File: src/rtl/bp_cce_dir_gad_seq_pkg.sv
// Shared types for the CCE directory lookup sequencer: coherence states,
// directory entry/row layout and the sequencer FSM encoding.
package bp_cce_dir_gad_seq_pkg;

   typedef enum logic [2:0] {
      e_COH_I = 3'b000,
      e_COH_S = 3'b001,
      e_COH_E = 3'b010,
      e_COH_F = 3'b011,
      e_COH_M = 3'b110,
      e_COH_O = 3'b111
   } bp_coh_states_e;

   localparam int dir_tag_width_gp    = 12;
   localparam int dir_ways_per_row_gp = 4;

   // One directory entry: tag in the upper bits, coherence state in the low 3 bits
   typedef struct packed {
      logic [dir_tag_width_gp-1:0] tag;
      bp_coh_states_e              state;
   } bp_cce_dir_entry_s;

   // One RAM row; entry 0 occupies the least-significant bits
   typedef struct packed {
      bp_cce_dir_entry_s [dir_ways_per_row_gp-1:0] entry;
   } bp_cce_dir_row_s;

   typedef enum logic [1:0] {
      e_IDLE,
      e_READ,
      e_DRAIN,
      e_DONE
   } bp_cce_dir_seq_state_e;

   // clog2 that never returns 0, so degenerate sizes still give a legal width
   function automatic int safe_clog2(input int n);
      return (n > 1) ? $clog2(n) : 1;
   endfunction

endpackage

File: src/rtl/bp_cce_dir_row_cmp.sv
// Combinational tag compare of one directory row: per-entry match bits,
// lowest matching entry with its state, and a more-than-one-match flag.
module bp_cce_dir_row_cmp
   import bp_cce_dir_gad_seq_pkg::*;
#(
   parameter  int ways_per_row_p = 4,
   parameter  int tag_width_p    = 12,
   localparam int entry_width_lp = tag_width_p + 3,
   localparam int idx_width_lp   = safe_clog2(ways_per_row_p)
) (
   input  logic [ways_per_row_p*entry_width_lp-1:0] i_row_data,
   input  logic [tag_width_p-1:0]                   i_tag,
   output logic [ways_per_row_p-1:0]                o_match,
   output logic [idx_width_lp-1:0]                  o_idx,
   output bp_coh_states_e                           o_state,
   output logic                                     o_multi
);

   // Match every entry, then scan high-to-low so the lowest index is the last writer
   always_comb begin
      o_match = '0;
      o_idx   = '0;
      o_state = e_COH_I;
      for (int e = 0; e < ways_per_row_p; e++) begin
         o_match[e] = (i_row_data[e*entry_width_lp+3 +: tag_width_p] == i_tag)
                   && (bp_coh_states_e'(i_row_data[e*entry_width_lp +: 3]) != e_COH_I);
      end
      for (int e = ways_per_row_p - 1; e >= 0; e--) begin
         if (o_match[e]) begin
            o_idx   = idx_width_lp'(e);
            o_state = bp_coh_states_e'(i_row_data[e*entry_width_lp +: 3]);
         end
      end
   end

   // Clearing the lowest set bit leaves something only when two or more entries matched
   assign o_multi = |(o_match & (o_match - ways_per_row_p'(1)));

endmodule

File: src/rtl/bp_cce_dir_gad_seq.sv
// Directory read sequencer for the CCE: streams one way-group's rows from the
// synchronous directory RAM, tag-compares each row as it returns, and holds the
// per-LCE hit/way/state vectors until the consumer takes them.
module bp_cce_dir_gad_seq
   import bp_cce_dir_gad_seq_pkg::*;
#(
   parameter  int num_lce_p          = 4,
   parameter  int lce_assoc_p        = 8,
   parameter  int ways_per_row_p     = 4,
   parameter  int num_way_groups_p   = 64,
   parameter  int tag_width_p        = 12,
   parameter  int lce_id_width_p     = 2,
   localparam int rows_per_lce_lp    = lce_assoc_p / ways_per_row_p,
   localparam int rows_per_wg_lp     = num_lce_p * rows_per_lce_lp,
   localparam int lce_assoc_width_lp = safe_clog2(lce_assoc_p),
   localparam int row_addr_width_lp  = safe_clog2(num_way_groups_p * rows_per_wg_lp),
   localparam int wg_width_lp        = safe_clog2(num_way_groups_p),
   localparam int row_width_lp       = ways_per_row_p * (tag_width_p + 3)
) (
   input  logic                                   clk_i,
   input  logic                                   reset_n_i,
   input  logic                                   req_v_i,
   output logic                                   req_ready_o,
   input  logic [wg_width_lp-1:0]                 req_wg_i,
   input  logic [tag_width_p-1:0]                 req_tag_i,
   input  logic [lce_id_width_p-1:0]              req_lce_i,
   output logic                                   dir_r_v_o,
   output logic [row_addr_width_lp-1:0]           dir_r_addr_o,
   input  logic [row_width_lp-1:0]                dir_r_data_i,
   output logic                                   sharers_v_o,
   output logic [num_lce_p-1:0]                   sharers_hits_o,
   output logic [num_lce_p*lce_assoc_width_lp-1:0] sharers_ways_o,
   output logic [num_lce_p*3-1:0]                 sharers_coh_states_o,
   output logic [lce_id_width_p-1:0]              req_lce_o,
   output logic                                   gad_v_o,
   output logic                                   multi_hit_o,
   input  logic                                   done_yumi_i
);

   localparam int cnt_width_lp = safe_clog2(rows_per_wg_lp);
   localparam int lce_width_lp = safe_clog2(num_lce_p);
   localparam int idx_width_lp = safe_clog2(ways_per_row_p);

   bp_cce_dir_seq_state_e                  r_state;
   logic                                   r_ready;
   logic                                   r_dir_v;
   logic                                   r_sharers_v;
   logic                                   r_gad_v;
   logic                                   r_multi;
   logic [cnt_width_lp-1:0]                r_cnt;
   logic                                   r_cmp_v;
   logic [cnt_width_lp-1:0]                r_cmp_row;
   logic [wg_width_lp-1:0]                 r_wg;
   logic [tag_width_p-1:0]                 r_tag;
   logic [lce_id_width_p-1:0]              r_lce;
   logic [num_lce_p-1:0]                   r_hits;
   logic [num_lce_p*lce_assoc_width_lp-1:0] r_ways;
   logic [num_lce_p*3-1:0]                 r_states;

   logic [ways_per_row_p-1:0]              w_match;
   logic [idx_width_lp-1:0]                w_idx;
   bp_coh_states_e                         w_cmp_state;
   logic                                   w_multi;
   logic                                   w_any;
   logic [lce_width_lp-1:0]                w_lce;
   logic [lce_assoc_width_lp-1:0]          w_way;
   logic [row_addr_width_lp-1:0]           w_addr;

   bp_cce_dir_row_cmp #(
      .ways_per_row_p (ways_per_row_p),
      .tag_width_p    (tag_width_p)
   ) u_row_cmp (
      .i_row_data (dir_r_data_i),
      .i_tag      (r_tag),
      .o_match    (w_match),
      .o_idx      (w_idx),
      .o_state    (w_cmp_state),
      .o_multi    (w_multi)
   );

   assign w_any  = |w_match;
   // Row r belongs to LCE r/rows_per_lce; its entries cover ways starting at (r%rows_per_lce)*ways_per_row
   assign w_lce  = lce_width_lp'(int'(r_cmp_row) / rows_per_lce_lp);
   assign w_way  = lce_assoc_width_lp'((int'(r_cmp_row) % rows_per_lce_lp) * ways_per_row_p + int'(w_idx));
   assign w_addr = row_addr_width_lp'(r_wg) * row_addr_width_lp'(rows_per_wg_lp)
                 + row_addr_width_lp'(r_cnt);

   // Sequencer FSM with accumulation of the row returned by the previous read
   always_ff @(posedge clk_i) begin
      if (!reset_n_i) begin
         r_state     <= e_IDLE;
         r_ready     <= 1'b0;
         r_dir_v     <= 1'b0;
         r_sharers_v <= 1'b0;
         r_gad_v     <= 1'b0;
         r_multi     <= 1'b0;
         r_cnt       <= '0;
         r_cmp_v     <= 1'b0;
         r_cmp_row   <= '0;
         r_wg        <= '0;
         r_tag       <= '0;
         r_lce       <= '0;
         r_hits      <= '0;
         r_ways      <= '0;
         r_states    <= '0;
      end else begin
         r_gad_v   <= 1'b0;
         r_cmp_v   <= (r_state == e_READ);
         r_cmp_row <= r_cnt;

         // Rows arrive in increasing way order, so a repeat hit never displaces the stored way
         if (r_cmp_v && w_any) begin
            if (!r_hits[w_lce]) begin
               r_hits[w_lce]                                      <= 1'b1;
               r_ways[w_lce*lce_assoc_width_lp +: lce_assoc_width_lp] <= w_way;
               r_states[w_lce*3 +: 3]                             <= w_cmp_state;
               if (w_multi) r_multi <= 1'b1;
            end else begin
               r_multi <= 1'b1;
            end
         end

         case (r_state)
            e_IDLE: begin
               r_ready <= 1'b1;
               if (req_v_i && r_ready) begin
                  r_wg     <= req_wg_i;
                  r_tag    <= req_tag_i;
                  r_lce    <= req_lce_i;
                  r_hits   <= '0;
                  r_ways   <= '0;
                  r_states <= '0;
                  r_multi  <= 1'b0;
                  r_cnt    <= '0;
                  r_ready  <= 1'b0;
                  r_dir_v  <= 1'b1;
                  r_state  <= e_READ;
               end
            end
            e_READ: begin
               if (r_cnt == cnt_width_lp'(rows_per_wg_lp - 1)) begin
                  r_cnt   <= '0;
                  r_dir_v <= 1'b0;
                  r_state <= e_DRAIN;
               end else begin
                  r_cnt <= r_cnt + cnt_width_lp'(1);
               end
            end
            e_DRAIN: begin
               r_sharers_v <= 1'b1;
               r_gad_v     <= 1'b1;
               r_state     <= e_DONE;
            end
            e_DONE: begin
               if (done_yumi_i) begin
                  r_sharers_v <= 1'b0;
                  r_ready     <= 1'b1;
                  r_state     <= e_IDLE;
               end
            end
            default: r_state <= e_IDLE;
         endcase
      end
   end

   assign req_ready_o          = r_ready;
   assign dir_r_v_o            = r_dir_v;
   assign dir_r_addr_o         = w_addr;
   assign sharers_v_o          = r_sharers_v;
   assign sharers_hits_o       = r_hits;
   assign sharers_ways_o       = r_ways;
   assign sharers_coh_states_o = r_states;
   assign req_lce_o            = r_lce;
   assign gad_v_o              = r_gad_v;
   assign multi_hit_o          = r_multi;

endmodule
File: config.mk
export PLATFORM = sky130hd
export DESIGN_NAME = bp_cce_dir_gad_seq
export DESIGN_NICKNAME = d
export VERILOG_FILES = /design/src/rtl/bp_cce_dir_gad_seq_pkg.sv /design/src/rtl/bp_cce_dir_row_cmp.sv /design/src/rtl/bp_cce_dir_gad_seq.sv
export SDC_FILE = /design/constraint.sdc
export NUM_CORES = 1
export LEC_CHECK = 0
export BUFFER_PORTS_ARGS = -buffer_cell sky130_fd_sc_hd__buf_2
export CAP_MARGIN = 20
export CORE_ASPECT_RATIO = 1.5
export CORE_MARGIN = 5
export CORE_UTILIZATION = 39
export DETAILED_ROUTE_END_ITERATION = 8
export PLACE_DENSITY = 0.65
export SYNTH_ARGS = -nofsm -noshare
export SYNTH_HDL_FRONTEND = slang
export SYNTH_SLANG_ARGS = --single-unit
File: constraint.sdc
create_clock -name clk_i -period 6.5 [get_ports clk_i]
set_clock_uncertainty 0.15 [all_clocks]
set_input_delay 0.975 -clock clk_i [delete_from_list [all_inputs] [get_ports clk_i]]
set_output_delay 0.975 -clock clk_i [all_outputs]
set_load 0.005 [all_outputs]
== After elaboration in Yosys (flattened, before gate mapping) ==
Cells that the tools add are included.

* Shift-type cells: 3
* Multiply operators: 1
* Magnitude comparators: 2
* Muxes and demuxes: 47
* Equal/unequal tests: 11
* $add $sub $neg: 5
* Reduce and logical (&&, ||, !) cells: 23
* Bitwise logic cells: 2

{| class="wikitable"
|+ Operators with widths
! cell !! number
|-
| 12-bit two-way mux || 8
|-
| 3-bit by 34-bit variable part select with 12-bit output || 2
|-
| 12-bit equality test || 4
|-
| 4-bit negator with 34-bit output || 1
|-
| 3-bit by 34-bit variable shift with 12-bit output, first input constant || 1
|-
| 12-bit bitwise mux || 2
|-
| 3-bit two-way mux || 6
|-
| 4-bit two-way mux || 4
|-
| 2-bit two-way mux || 7
|-
| 1-bit two-way mux || 13
|-
| 3-bit nonzero test || 4
|-
| 9-bit by 3-bit adder with 9-bit output || 1
|-
| 2-bit case mux with 4 select lines || 1
|-
| 2-bit AND reduction || 4
|-
| 4-bit OR reduction || 2
|-
| 1-bit logical AND || 7
|-
| 1-bit case mux with 2 select lines || 3
|-
| 3-bit case mux with 2 select lines || 1
|-
| 3-bit AND reduction || 2
|-
| 2-bit nonzero test || 3
|-
| 4-bit bitwise AND || 1
|-
| 2-bit equality test, second input constant || 2
|-
| 2-bit by 2-bit multiplier with 4-bit output, second input constant || 1
|-
| 2-bit inequality test, second input constant || 2
|-
| other kinds (12) || 12
|}

* Output and inout bits: 44
* Bits of input ports: 84
* Word-level logic and storage cells: 109
* Register bits: 62

== Depth between registers and ports, before layout ==
* Word-level depth: 13
* Mapped depth: 8
* Depth with buffers taken out: 7

== By module ==
A second synthesis with hierarchy kept.

* Cell total of the unflattened synthesis: 400
* Area total of the unflattened synthesis: 3550.9 um^2

{| class="wikitable"
|+ Modules (own cells, without submodules)
! module !! sequential area each (um^2) !! times used !! area each (um^2) !! cells each
|-
| bp_cce_dir_gad_seq || 1241.2 || 1 || 2798.9 || 300
|-
| bp_cce_dir_row_cmp || 0.0 || 1 || 752.0 || 100
|}

== Worst setup path before layout ==
OpenSTA, ideal clock, no wires.

* Path kind: input to register
* Start: input dir_r_data_i[50]
* End: register r_ways[3] (netlist: sharers_ways_o[3])
* Required time: 6.234 ns
* Buffers on the path: 0
* Data arrival time: 2.468 ns
* Slack: 3.766 ns
* Library setup time: 0.116 ns
* Stages: 6
* Cell sequence: xor2_1 > nor4_2 > nand4_2 > a41oi_2 > nor2_1 > a31o_1

* Longest elaborated chain between the ends: 13
* Elaborated cells between the ends (all ways): 15
* Classes of those cells: add/sub: 1; eq/ne: 1; shift: 1; mux: 9; reduce/logical: 3

{| class="wikitable"
|+ Ends and longest elaborated chain
! element !! line !! source
|-
| from (decl) || bp_cce_dir_gad_seq.sv:29 || <nowiki>input logic [row_width_lp-1:0] dir_r_data_i,</nowiki>
|-
| 12-bit equality test (*) || bp_cce_dir_row_cmp.sv:25 || <nowiki>o_match[e] = (i_row_data[e*entry_width_lp+3 +: tag_width_p] == i_tag)</nowiki>
|-
| 1-bit logical AND (*) || bp_cce_dir_row_cmp.sv:26 || <nowiki>&& (bp_coh_states_e'(i_row_data[e*entry_width_lp +: 3]) != e_COH_I);</nowiki>
|-
| 2-bit two-way mux (4 in a row) || bp_cce_dir_row_cmp.sv:29 || <nowiki>if (o_match[e]) begin</nowiki>
|-
| 3-bit by 2-bit adder with 3-bit output || bp_cce_dir_gad_seq.sv:84 || <nowiki>assign w_way = lce_assoc_width_lp'((int'(r_cmp_row) % rows_per_lce_lp) * ways_per_row_p + int'(w_idx));</nowiki>
|-
| 3-bit by 34-bit variable part select with 12-bit output || bp_cce_dir_gad_seq.sv:115 || <nowiki>r_ways[w_lce*lce_assoc_width_lp +: lce_assoc_width_lp] <= w_way;</nowiki>
|-
| 12-bit bitwise mux || bp_cce_dir_gad_seq.sv:115 ||
|-
| 12-bit two-way mux || bp_cce_dir_gad_seq.sv:113 || <nowiki>if (!r_hits[w_lce]) begin</nowiki>
|-
| 12-bit two-way mux (*) || bp_cce_dir_gad_seq.sv:112 || <nowiki>if (r_cmp_v && w_any) begin</nowiki>
|-
| 12-bit two-way mux || bp_cce_dir_gad_seq.sv:126 || <nowiki>if (req_v_i && r_ready) begin</nowiki>
|-
| 12-bit two-way mux (*) || bp_cce_dir_gad_seq.sv:123 || <nowiki>case (r_state)</nowiki>
|-
| to (signal, indexed assignment) || bp_cce_dir_gad_seq.sv:115 ||
|-
| to (decl) || bp_cce_dir_gad_seq.sv:57 || <nowiki>logic [num_lce_p*lce_assoc_width_lp-1:0] r_ways;</nowiki>
|}

Every way passes the cells marked *; elsewhere a longest branch is shown, timed or not.
A chain may end at the register's enable or synchronous reset.

== Worst setup path in the final report ==
* Start: input dir_r_data_i[23]
* End: register r_states[4] (netlist: sharers_coh_states_o[4])

* Longest elaborated chain between the ends: 10
* Elaborated cells between the ends (all ways): 12
* Classes of those cells: eq/ne: 1; shift: 1; mux: 7; reduce/logical: 3

{| class="wikitable"
|+ Ends and longest elaborated chain
! element !! line !! source
|-
| 12-bit equality test (*) || bp_cce_dir_row_cmp.sv:25 ||
|-
| 1-bit logical AND (*) || bp_cce_dir_row_cmp.sv:26 ||
|-
| 3-bit two-way mux (2 in a row) || bp_cce_dir_row_cmp.sv:29 ||
|-
| 3-bit by 34-bit variable part select with 12-bit output || bp_cce_dir_gad_seq.sv:116 || <nowiki>r_states[w_lce*3 +: 3] <= w_cmp_state;</nowiki>
|-
| 12-bit bitwise mux || bp_cce_dir_gad_seq.sv:116 ||
|-
| 12-bit two-way mux || bp_cce_dir_gad_seq.sv:113 ||
|-
| 12-bit two-way mux (*) || bp_cce_dir_gad_seq.sv:112 ||
|-
| 12-bit two-way mux || bp_cce_dir_gad_seq.sv:126 ||
|-
| 12-bit two-way mux (*) || bp_cce_dir_gad_seq.sv:123 ||
|-
| to (signal, indexed assignment) || bp_cce_dir_gad_seq.sv:116 ||
|-
| to (decl) || bp_cce_dir_gad_seq.sv:58 || <nowiki>logic [num_lce_p*3-1:0] r_states;</nowiki>
|}

Marks and branches as above.

==> flow_metrics.tcl <==
set metrics [dict create \
    status "finished, final reports clean" \
    routed_wl_mm 10.4 \
    synthMuxAreaShare 0.0173 \
    dieArea_sq_um 11100 \
    p_per_area_nw_per_um2 277 \
    yosysTopAreaCell "dfxtp_1" \
    peakVddDrop_uv 219 \
    synth_compound_area_frac 0.160 \
    grt_pass1_wl_mm 16.3 \
    post_cts.resized_instances 0 \
    timing.hold.ws_ns 0.307 \
    grt_max_degree 36 \
    p_seq_frac 0.366 \
    hpwl_mm 8.30 \
    drive_gt1_frac 0.293 \
    yosys.area_share.simple 0.257 \
    yosysUniqueCellTypes 47 \
    synth_top_family_by_area "simple AND/OR/NAND/NOR gates" \
    hold_violations 0 \
    wl_per_cell_microns 16.2 \
    period_needed_ns 3.07 \
    swShare 0.303 \
    syn-num-nets 511 \
    antenna_cells 0 \
    crit_required_ns 6.59 \
    p_int_mw 0.871 \
    synthArstFlopShare 0 \
    grt-ovfl-total 0 \
    drc 0 \
    cts_tree "done" \
    fmax_mhz 326 \
    fp-row-count 42 \
    leakagePower_nw 2.07 \
    ios 128 \
    setup_viol 0 \
    p_sw_mw 0.379 \
    synthCells 413 \
    route.antenna.remaining_nets 0 \
    critPathLaunchType "primary input" \
    place_congestion 0.883 \
    finalCritPeriodShare 0.473 \
    grt_antenna_before_repair 1 \
    start_util 0.400 \
    ys.warnings.count 0 \
    critical_path_arrival_ns 3.16 \
    drtIter0Drc 111 \
    clkSinkCount 62 \
    min_path_type "reg -> reg" \
    ctsRootBufferMaster "clkbuf_16" \
    vias 3388 \
    grt_pass1_vias 3493 \
    pwr-share-comb 0.216 \
    path_max_fanout 16 \
    cts_hold_buf 0 \
    worst_setup_path_end_kind "flop" \
    cts_buffers 9 \
    grt.total_usage 0.188 \
    p_clk_frac 0.418 \
    dieHeight_microns 127 \
    final_max_slew_viol_count 0 \
    synth_area_sq_um 3530 \
    ys_seq_area_frac 0.351 \
    synth_edf_count 0 \
    worstMarginPinSlew_ns 0.944 \
    clkTransAtPathRegs_ns 0.05 \
    fin_nets 625 \
    viasPerCell 5.28 \
    portBuffers 127 \
    max_slew_margin 0.369 \
    clock_path_buffers 2 \
    die_w_microns 87.7 \
    synth_ff_type "dfxtp_1" \
    clk_latency_ns 0.33 \
    synthXorXnorAreaFrac 0.119 \
    yosysTopAreaCellShare 0.351 \
    dr.pass1.iters 4 \
    synth_seq_cells 62 \
    rsz0062_at_grt "false" \
    cts_setup_buffers 0 \
    synth_fa_ha_area_frac 0.0496 \
    postSynthAreaPerCell_sq_um 8.56 \
    cap_viol_max_count 0 \
    cts_max_level 3 \
    worstSetupPathType "in -> reg" \
    area_delta_synth_final_pct 27.5 \
    ys_top_cells_by_area "dfxtp_1 (35%), xor2_1 (12%), nand2_1 (6.8%)" \
    setup_tns_ns 0 \
    core_sq_um 8830 \
]
worst max-delay path: stages:
cell	delay, ns
buf_2	0.10
xor2_1	0.16
nor4_1	0.29
nand4_1	0.61
a41oi_2	0.70
nand2_2	0.12
o22ai_1	0.19
cell usage in the layout (no fill, tap or decap), types with 2 or more instances in the layout:
cell type | netlist | routed
o21ai_0 | 5 | 5
o22a_1 | 3 | 3
a21oi_1 | 12 | 12
nand2_2 | 2 | 2
inv_1 | 10 | 10
a22o_1 | 2 | 2
nor2_1 | 24 | 24
o311a_1 | 3 | 3
nor4_2 | 3 | 3
xor2_1 | 48 | 48
a22oi_1 | 3 | 3
a31o_1 | 3 | 3
mux2i_1 | 5 | 5
and3_1 | 2 | 2
nand2b_1 | 4 | 4
nor4_1 | 14 | 14
clkbuf_16 | 0 | 9
nand3_1 | 12 | 12
a41oi_2 | 4 | 4
dfxtp_1 | 62 | 62
a21boi_0 | 20 | 20
and2_1 | 8 | 8
buf_2 | 9 | 127
nor2b_1 | 8 | 8
ha_1 | 14 | 14
or4b_1 | 2 | 2
nand4_1 | 12 | 12
or3_1 | 2 | 2
bufinv_16 | 0 | 2
nor3_1 | 10 | 10
nand4_2 | 2 | 2
o2bb2ai_1 | 4 | 4
o22ai_1 | 9 | 9
nand2_1 | 64 | 64
stage by stage:
| step | std cells | utilization | instance area [sq um] | total power [mW] | worst slack [ns] |
|---|---|---|---|---|---|
| after floorplan | 413 | - | 3530 | 0.652 | 3.77 |
| after global routing | 642 | 0.511 | 4510 | 1.32 | 3.18 |
| after CTS | 642 | 0.511 | 4510 | 1.26 | 3.48 |
| after detailed placement | 626 | 0.474 | 4180 | 0.736 | 3.12 |
| after global placement | 626 | 0.474 | 4180 | 0.726 | 3.17 |
| final | 642 | 0.511 | 4510 | 1.25 | 3.43 |
synthesized netlist by cell type, types with 9 or more instances:
master    number
nand2_1       64
dfxtp_1       62
xor2_1        48
nor2_1        24
a21boi_0      20
ha_1          14
nor4_1        14
a21oi_1       12
clkbuf_1      12
nand3_1       12
nand4_1       12
inv_1         10
nor3_1        10
buf_2          9
o22ai_1        9
power by group through the flow:
stage	registers (mW)	logic, mW	clock network (mW)
after floorplan	0.442	0.210	0
after global placement	0.465	0.261	0
after detailed placement	0.466	0.270	0
after CTS	0.458	0.271	0.532
after global routing	0.464	0.303	0.554
final	0.458	0.269	0.522
flip-flops by register name, summed over array words and instances, names as in the netlist, 2 cells and up:
register and flops:
r_tag 12, sharers_coh_states_o 12, sharers_ways_o 12, r_wg 6
sharers_hits_o 4, r_cmp_row 3, r_cnt 3, r_state 2
req_lce_o 2
cell type report:
class | count | area, sq um
inverters | 10 | 37.5
fillers | 886 | 4320
repair buffers | 127 | 636
multi-input cells | 317 | 2130
well taps | 110 | 138
clock inverters | 5 | 81.3
clock buffers | 11 | 243
flip-flops and latches | 62 | 1240
cells by family (layout without fill, tap and decap cells):
kind of cell,Yosys count,after routing
and+or+nand+nor,175,175
AOI/OAI and AO/OA,74,74
DFF,62,62
xor gates and xnor gates,48,48
buffers and inverters,34,153
adders and majority gates,14,14
muxes,6,6
path summary, 6_finish.rpt:
path / cells past startpoint / slack [ns] / to / from
worst max register to register: 6 / 3.56 / sharers_ways_o[2] / r_state[0]
worst min register to register: 2 / 0.31 / r_wg[5] / r_wg[5]
worst min-delay path: 2 / 0.31 / r_wg[5] / r_wg[5]
worst max-delay path: 7 / 3.43 / sharers_coh_states_o[4] / dir_r_data_i[23]
metal layers:
layer,GRT usage,routed length (microns),vias to the layer above
li1,-,-,1683
met1,0.207,4050,1572
met2,0.331,5450,108
met3,0.0519,598,23
met4,0.0759,284,2
met5,0,20,-
(Power assumes the default switching activity.)
